File: src/rtl/spi_slave_gen2_pkg.sv
// Shared types and command encodings for the parametrised SPI slave.
package spi_slave_gen2_pkg;

  typedef enum logic [2:0] {
    IDLE,
    RECV,
    TX_WAIT,
    TX_SHIFT,
    DONE
  } state_t;

  localparam logic [1:0] CMD_WR_ADDR = 2'b00;
  localparam logic [1:0] CMD_WR_DATA = 2'b01;
  localparam logic [1:0] CMD_RD_ADDR = 2'b10;
  localparam logic [1:0] CMD_RD_DATA = 2'b11;

endpackage

File: src/rtl/spi_tx_serializer.sv
// Parallel-to-serial shifter for the read-data phase; bit order fixed by LSB_FIRST.
module spi_tx_serializer #(
  parameter int DATA_W    = 8,
  parameter bit LSB_FIRST = 1'b0
) (
  input  logic              clk,
  input  logic              rst_n,
  input  logic              load,
  input  logic [DATA_W-1:0] load_data,
  input  logic              shift,
  output logic              bit_out,
  output logic              last
);

  localparam int CW = $clog2(DATA_W + 1);
  localparam logic [CW-1:0] CNT_LAST = CW'(DATA_W - 1);

  logic [DATA_W-1:0] sreg;
  logic [CW-1:0]     cnt;

  always_ff @(posedge clk or negedge rst_n) begin
    if (!rst_n) begin
      sreg <= '0;
      cnt  <= '0;
    end else if (load) begin
      sreg <= load_data;
      cnt  <= '0;
    end else if (shift) begin
      if (LSB_FIRST) sreg <= {1'b0, sreg[DATA_W-1:1]};
      else           sreg <= {sreg[DATA_W-2:0], 1'b0};
      if (cnt != CNT_LAST) cnt <= cnt + 1'b1;
    end
  end

  assign bit_out = LSB_FIRST ? sreg[0] : sreg[DATA_W-1];
  assign last    = (cnt == CNT_LAST);

endmodule

File: src/rtl/spi_slave_gen2.sv
// SPI slave: receives {cmd, payload} frames, serves read data with handshake,
// timeout fallback, read-sequence checking and abort detection.
module spi_slave_gen2 #(
  parameter int DATA_W    = 8,
  parameter bit LSB_FIRST = 1'b0,
  parameter int TIMEOUT   = 15
) (
  input  logic              clk,
  input  logic              rst_n,
  input  logic              SS_n,
  input  logic              MOSI,
  output logic              MISO,
  output logic [DATA_W+1:0] rx_data,
  output logic              rx_valid,
  input  logic [DATA_W-1:0] tx_data,
  input  logic              tx_valid,
  output logic              tx_ready,
  output logic              frame_err,
  output logic              busy
);
  import spi_slave_gen2_pkg::*;

  localparam int BW = $clog2(DATA_W + 2);
  localparam int TW = $clog2(TIMEOUT + 1);
  localparam logic [BW-1:0] BIT_LAST = BW'(DATA_W + 1);
  localparam logic [TW-1:0] TO_LAST  = TW'(TIMEOUT - 1);

  state_t            state, state_nxt;
  logic [BW-1:0]     bit_cnt;
  logic [TW-1:0]     to_cnt;
  logic [1:0]        cmd_sr;
  logic [DATA_W-1:0] pay_sr, pay_nxt;
  logic              rd_armed;

  logic              sample, frame_done, err_nxt, tx_load, ser_shift;
  logic              ser_bit, ser_last;
  logic [DATA_W-1:0] load_data;

  always_ff @(posedge clk or negedge rst_n) begin
    if (!rst_n) state <= IDLE;
    else        state <= state_nxt;
  end

  always_comb begin
    state_nxt  = state;
    sample     = 1'b0;
    frame_done = 1'b0;
    err_nxt    = 1'b0;
    tx_load    = 1'b0;
    ser_shift  = 1'b0;
    case (state)
      IDLE: if (!SS_n) state_nxt = RECV;
      RECV: begin
        if (SS_n) begin
          state_nxt = IDLE;
          err_nxt   = (bit_cnt != '0);
        end else begin
          sample = 1'b1;
          if (bit_cnt == BIT_LAST) begin
            frame_done = 1'b1;
            state_nxt  = DONE;
            if (cmd_sr == CMD_RD_DATA) begin
              if (rd_armed) state_nxt = TX_WAIT;
              else          err_nxt   = 1'b1;
            end
          end
        end
      end
      TX_WAIT: begin
        if (SS_n) begin
          state_nxt = IDLE;
          err_nxt   = 1'b1;
        end else if (tx_valid) begin
          tx_load   = 1'b1;
          state_nxt = TX_SHIFT;
        end else if (to_cnt == TO_LAST) begin
          tx_load   = 1'b1;
          err_nxt   = 1'b1;
          state_nxt = TX_SHIFT;
        end
      end
      TX_SHIFT: begin
        if (SS_n) begin
          state_nxt = IDLE;
          err_nxt   = 1'b1;
        end else begin
          ser_shift = 1'b1;
          if (ser_last) state_nxt = DONE;
        end
      end
      DONE:    if (SS_n) state_nxt = IDLE;
      default: state_nxt = IDLE;
    endcase
  end

  always_comb begin
    tx_ready = (state == TX_WAIT);
    busy     = (state != IDLE);
    MISO     = (state == TX_SHIFT) ? ser_bit : 1'b0;
  end

  always_comb begin
    if (LSB_FIRST) pay_nxt = {MOSI, pay_sr[DATA_W-1:1]};
    else           pay_nxt = {pay_sr[DATA_W-2:0], MOSI};
  end

  // Timeout fallback replies all-ones; a same-edge tx_valid takes precedence.
  assign load_data = tx_valid ? tx_data : '1;

  always_ff @(posedge clk or negedge rst_n) begin
    if (!rst_n) begin
      bit_cnt   <= '0;
      to_cnt    <= '0;
      cmd_sr    <= '0;
      pay_sr    <= '0;
      rx_data   <= '0;
      rx_valid  <= 1'b0;
      frame_err <= 1'b0;
      rd_armed  <= 1'b0;
    end else begin
      rx_valid  <= frame_done;
      frame_err <= err_nxt;

      if (sample) begin
        if (bit_cnt < BW'(2)) cmd_sr <= {cmd_sr[0], MOSI};
        else                  pay_sr <= pay_nxt;
      end
      if (sample && state_nxt == RECV) bit_cnt <= bit_cnt + 1'b1;
      else if (state_nxt != RECV)      bit_cnt <= '0;

      if (state == TX_WAIT && state_nxt == TX_WAIT) begin
        if (to_cnt != TO_LAST) to_cnt <= to_cnt + 1'b1;
      end else begin
        to_cnt <= '0;
      end

      if (frame_done) begin
        rx_data <= {cmd_sr, pay_nxt};
        if (cmd_sr == CMD_RD_ADDR)      rd_armed <= 1'b1;
        else if (cmd_sr == CMD_RD_DATA) rd_armed <= 1'b0;
      end
    end
  end

  spi_tx_serializer #(
    .DATA_W   (DATA_W),
    .LSB_FIRST(LSB_FIRST)
  ) u_ser (
    .clk      (clk),
    .rst_n    (rst_n),
    .load     (tx_load),
    .load_data(load_data),
    .shift    (ser_shift),
    .bit_out  (ser_bit),
    .last     (ser_last)
  );

endmodule

File: config.mk
export PLATFORM = sky130hd
export DESIGN_NAME = spi_slave_gen2
export DESIGN_NICKNAME = d
export VERILOG_FILES = /design/src/rtl/spi_slave_gen2_pkg.sv /design/src/rtl/spi_tx_serializer.sv /design/src/rtl/spi_slave_gen2.sv
export SDC_FILE = /design/constraint.sdc
export NUM_CORES = 1
export LEC_CHECK = 0
export BUFFER_PORTS_ARGS = -buffer_cell sky130_fd_sc_hd__buf_4
export CORE_MARGIN = 5
export CORE_UTILIZATION = 59
export CTS_BUF_LIST = sky130_fd_sc_hd__clkbuf_2
export CTS_CLUSTER_SIZE = 20
export DETAILED_ROUTE_END_ITERATION = 7
export GPL_TIMING_DRIVEN = 0
export PLACE_DENSITY = 0.85
export SLEW_MARGIN = 30
export SYNTH_ARGS = -nofsm -noshare
export SYNTH_HDL_FRONTEND = slang
export SYNTH_SLANG_ARGS = --single-unit
export TNS_END_PERCENT = 10
File: constraint.sdc
create_clock -name clk -period 2.3 [get_ports clk]
set_input_delay 0 -clock clk [delete_from_list [all_inputs] [get_ports clk]]
set_output_delay 0 -clock clk [all_outputs]
set_load 0.01 [all_outputs]
* After elaboration in Yosys (flattened, before gate mapping) *
Index checks and enable logic that the tools add are counted.

operators by class
  add/sub/neg operators = 3
  $mul = 0
  divide/modulo/power cells = 0
  magnitude comparators = 1
  equal/unequal tests = 15
  shift-type cells = 0
  mux-type cells = 43
  bitwise logic cells = 1
  reductions and logical operators = 13

operator list
  operator                                                     count
  2-to-1 mux 3 bit                                             11
  2-to-1 mux 4 bit                                             7
  2-to-1 mux 8 bit                                             3
  2-to-1 mux 1 bit                                             20
  one-hot mux 3 bit (5 select lines)                           1
  adder 4 x 1 -> 4 bit (second input constant)                 3
  equality test 3 x 2 -> 1 bit (second input constant)         3
  equality test 4 bit (second input constant)                  2
  AND reduction 2 bit                                          4
  nonzero test 2 bit                                           4
  equality test 3 x 1 -> 1 bit (second input constant)         2
  equality test 2 bit (second input constant)                  2
  equality test 4 x 3 -> 1 bit (second input constant)         1
  less-than comparator 4 x 2 -> 1 bit (second input constant)  1
  inequality test 4 x 3 -> 1 bit (second input constant)       1
  inequality test 4 bit (second input constant)                1
  nonzero test 4 bit                                           1
  equality test 3 bit (second input constant)                  1
  logical NOT 3 bit                                            1
  inequality test 3 x 1 -> 1 bit (second input constant)       1
  one-hot mux 1 bit (3 select lines)                           1
  nonzero test 3 bit                                           1
  logical AND 1 bit                                            2
  inequality test 2 x 1 -> 1 bit (second input constant)       1
  inverter 1 bit                                               1

word-level totals
  bits in registers = 45
  bits in latches = 0
  bits in writable memories = 0
  ROM bits = 0
  bits of input ports = 13
  output and inout port bits = 15
  word-level logic and storage cells = 87
  memories kept = 0

* Longest topological paths before layout *
  depth in word-level cells = 8
  depth in mapped cells = 6
  depth with buffers taken out = 5

* By module *
A second synthesis with hierarchy kept.

unflattened totals
  cells, all modules = 214
  area, all modules = 2158.3 µm²

modules (own cells, without submodules)
  module             times used  cells an instance  area an instance (µm²)  seq. area each (µm²)
  spi_slave_gen2     1           158                1577.8                  825.8
  spi_tx_serializer  1           56                 580.6                   300.3

* Worst setup path after synthesis *
No wires, ideal clock.

  path kind = register to register
  start = reg to_cnt[0]
  end = reg u_ser.sreg[1]
  library setup time = 125 ps
  data arrival time = 1703 ps
  data required time = 2175 ps
  slack = 472 ps
  cell stages (with the launch flop) = 6
  cell sequence = dfrtp_1 -> inv_1 -> ha_1 -> a31oi_2 -> a2111oi_4 -> mux2_2

between the ends
  word-level cells in the longest chain between the ends = 6
  elaborated cells on any way between the ends = 7
  those cells by class = eq/ne: 1; mux: 5; reduce/logical: 1

ends and longest elaborated chain
  what                                                           line                     source
  start, declared                                                spi_slave_gen2.sv:30     logic [TW-1:0] to_cnt;
  start signal, assigned                                         spi_slave_gen2.sv:132    if (to_cnt != TO_LAST) to_cnt <= to_cnt + 1'b1;
  equality test 4 bit *                                          spi_slave_gen2.sv:76     end else if (to_cnt == TO_LAST) begin
  2-to-1 mux 1 bit *                                             spi_slave_gen2.sv:76
  2-to-1 mux 1 bit *                                             spi_slave_gen2.sv:73     end else if (tx_valid) begin
  2-to-1 mux 1 bit *                                             spi_slave_gen2.sv:70     if (SS_n) begin
  2-to-1 mux 1 bit *                                             spi_slave_gen2.sv:51     case (state)
  2-to-1 mux 8 bit / nonzero test 2 bit (equally long branches)  --
  end signal, assigned                                           spi_tx_serializer.sv:26  sreg <= load_data;
  end signal, assigned                                           spi_tx_serializer.sv:29  if (LSB_FIRST) sreg <= {1'b0, sreg[DATA_W-1:1]};
  end signal, assigned                                           spi_tx_serializer.sv:30  else sreg <= {sreg[DATA_W-2:0], 1'b0};
  end, declared                                                  spi_tx_serializer.sv:18  logic [DATA_W-1:0] sreg;

Every way passes the cells marked *; elsewhere a longest branch is shown, timed or not.
A chain may end at the register's enable or synchronous reset.

* Worst setup path in the final report *
  start = reg to_cnt[0]
  end = reg u_ser.sreg[4]

The elaborated chain is that of the path after synthesis.

==> run_results.csv <==
group,metric,value,unit
clocking,insertion_delay,0.40,ns
power_and_ir_drop,power_leakage,1.250,nW
floorplan,die-area,0.005010,sq mm
worst_setup_path,endpoint_kind,"register",
synthesis,synthesis.nets,212,
synthesis,synth.ff_latch_count,45,
sta,hold_viol_final,0,
global_route,grt_max_degree,46,
global_route,antenna_found_initial,0,
final_layout,area_growth,20.44,%
worst_setup_path,crit_chain,"inv_1 -> ha_1 -> a31oi_2 -> a2111oi_4 -> mux2_2",
flow_run,maxCapViolCount,0,
synthesis,ys_seq_area_share,51.66,%
synthesis,ys_async_sr_fraction,100.0,%
clocking,cts_buffers,5,
worst_setup_path,reg2regPathDepth,5,
floorplan,dieWidth,70.78,microns
drt,wire_per_inst,14.55,microns
status,status,"finished, final reports clean",
synthesis,synth_edf_count,0,
worst_setup_path,reg2reg_slack,0.26,ns
clocking,cts-root-buf,"clkbuf_2",
global_route,grt_pass1_vias,1560,
worst_setup_path,cp_num_buf_inv,1,
worst_setup_path,crit_type,"register to register",
sta,min_period,2.037,ns
hold_path,min_path_type,"primary input to async pin",
floorplan,core_region_area,0.003633,sq mm
clocking,cts_tree,"built",
drt,dr.max_layer_used,"met4",
worst_setup_path,reg2reg_to,"u_ser.sreg[4]",
synthesis,synthFlopType,"dfrtp_1",
drt,dr_wl_met2,2123,microns
global_route,grt-ovfl-total,0,
drt,drtAntennaViolNets,0,
worst_setup_path,path_delay_family,"compound AO/OA/AOI/OAI gates",
sta,rsz0062_at_grt,"false",
sta,hold-worst-slack,0.08533,ns
synthesis,synthCells,193,
drt,wl_met3,130,microns
synthesis,yosysWarnings,0,
placement,place_congestion,0.7459,
clocking,htreeDepth,2,
drt,viasPerCell,5.530,
power_and_ir_drop,p_per_area,581.1,mW/mm^2
global_route,grt_pass1_wl,7251,microns
clocking,cts_buffer_depth,2,
floorplan,die_y,70.78,microns
synthesis,yosys.cell_types.count,40,
sta,finalMaxSlewViolations,0,
drt,drc,0,
sta,fin_skew,0.01335,ns
synthesis,syn_area,0.002180,sq mm
floorplan,ios,28,
global_route,grt_usage,18.03,%
final_layout,multi_input_area,982.2,sq um
drt,drtIter0Drc,86,
worst_setup_path,cp.required,2.60,ns
drt,dr.pass1.iters,4,
worst_setup_path,rr_startpoint,"to_cnt[0]",
final_layout,nFillCells,277,
worst_setup_path,start_kind,"register",
floorplan,row_count,22,
floorplan,start_util,59.99,%
final_layout,num_antenna_cells,0,
worst_setup_path,crit_arrival,2.34,ns
sta,layout_worst_path_cycle_share,88.58,%
final_layout,nets,255,
drt,finalWirelength,4148,microns
worst_setup_path,crit_path_max_incr_delay,0.61,ns
worst_setup_path,path_max_fanout,6,
placement,hpwl,2896,microns
sta,setup_violations,0,
clocking,clkTransAtPathRegs,0.21,ns
sta,fmax,0.4908,GHz
synthesis,postSynthAreaPerCell,11.29,sq um
final_layout,seqCellArea,0.001126,sq mm
sta,tns,0,ns
clocking,cts_sinks,45,
sta,fin_ws,0.2626,ns
sta,worst_slew_pin_slew,0.5387,ns
power_and_ir_drop,peakVddDrop,0.5485,mV
sta,slew_headroom,64.09,%
drt,drt-met1-wl,1835,microns
worst_setup_path,slowest_stage,"a2111oi_4",
drt,vias,1576,
placement,post-place-ws,0.3081,ns
placement,portBuffers,26,
final_layout,drive_gt1_share,27.85,%
==> metrics by stage <==
stage	std cells	utilization [%]	total power [mW]	cell area, sq um
CTS	285	72.25	1.539	2625
finish	285	72.25	1.525	2625
detailed placement	267	67.01	0.9933	2435
global placement	267	67.01	0.9864	2435
floorplan	193	-	0.9341	2180
global route	285	72.25	1.595	2625
==> worst max-delay path by stage <==
stage          startpoint             to  slack [ns]  cells past startpoint
6_report        to_cnt[0]  u_ser.sreg[4]        0.26                      5
2_1_floorplan   to_cnt[0]  u_ser.sreg[1]        0.47                      5
3_5_place_dp    to_cnt[0]  u_ser.sreg[4]        0.31                      5
4_1_cts         to_cnt[0]  u_ser.sreg[4]        0.28                      5
3_3_place_gp    to_cnt[0]  u_ser.sreg[2]        0.32                      5
5_1_grt         to_cnt[0]  u_ser.sreg[4]        0.16                      5
==> final cells by class <==
class	count	share of cell area [%]
sequential	45	42.90
multi-input combinational	131	37.42
timing repair buffer	36	11.25
clock inverter	3	2.479
tap	48	2.288
buffer	8	1.430
inverter	9	1.287
clock buffer	5	0.9533
==> cell usage after synthesis (all sizes together), types with 4 or more instances <==
| master | number | area (sq um) |
|---|---|---|
| nor2b | 9 | 56.30 |
| dfrtp | 45 | 1126 |
| inv | 9 | 33.78 |
| nand2 | 14 | 52.55 |
| nand3 | 12 | 60.06 |
| a21oi | 9 | 45.04 |
| ha | 6 | 75.07 |
| nor3 | 5 | 25.02 |
| nor2 | 7 | 36.29 |
| o21ai | 12 | 60.06 |
| or3 | 5 | 31.28 |
| mux2 | 24 | 270.3 |
| clkbuf | 4 | 15.01 |
| buf | 4 | 22.52 |
| mux2i | 4 | 40.04 |
==> report_power, final <==
part           switching (mW)  internal, mW  total, mW
combinational          0.0653        0.0716      0.137
clock                   0.241         0.291      0.531
sequential             0.0312         0.826      0.857
total                   0.337          1.19       1.53
==> cells in the final DEF, fill, tap and decap left out, types with 2 or more instances in the layout <==
master,count
ha_1,6
inv_1,9
nand3_1,12
mux2_1,2
nor2_1,5
nand2_1,14
mux2i_1,4
buf_2,3
nor3_1,5
and3b_1,2
nand3b_1,2
or3_1,5
dfrtp_1,45
bufinv_16,2
nor2b_1,9
clkbuf_2,5
clkbuf_1,4
buf_4,27
mux2_2,22
a21oi_1,9
o21ai_0,12
and3_1,2
dlygate4sd3_1,10
==> registers in the layout, indices dropped and copies added, names as in the netlist <==
name / flops
bit_cnt: 4
cmd_sr: 2
frame_err: 1
pay_sr: 7
rd_armed: 1
rx_data: 10
rx_valid: 1
state: 3
to_cnt: 4
u_ser.cnt: 4
u_ser.sreg: 8
==> routing by layer <==
| layer | track usage (%) | up-vias |
|---|---|---|
| met2 | 29.25 | 22 |
| met3 | 4.403 | 6 |
| met1 | 23.57 | 775 |
| li1 | - | 773 |
| met5 | 0 | - |
| met4 | 6.472 | 0 |
==> kinds of logic (layout without fill, tap and decap cells) <==
| kind of cell | count (synthesis) | count (layout) | share of synthesized area [%] |
|---|---|---|---|
| adder cells (fa/ha/maj) | 6 | 6 | 3.444 |
| AO/OA/AOI/OAI | 30 | 30 | 9.186 |
| AND/OR/NAND/NOR | 67 | 67 | 18.20 |
| multiplexers | 28 | 28 | 14.24 |
| buffers and inverters | 17 | 61 | 3.272 |
| flip-flops | 45 | 45 | 51.66 |
==> repair_timing <==
action                    in CTS  in global routing
hold buffers                  10                  0
setup buffers                  0                  0
hold endpoints to repair      60                  0
resized for setup              0                  0
No activity file was read; power rests on OpenSTA's default activity.
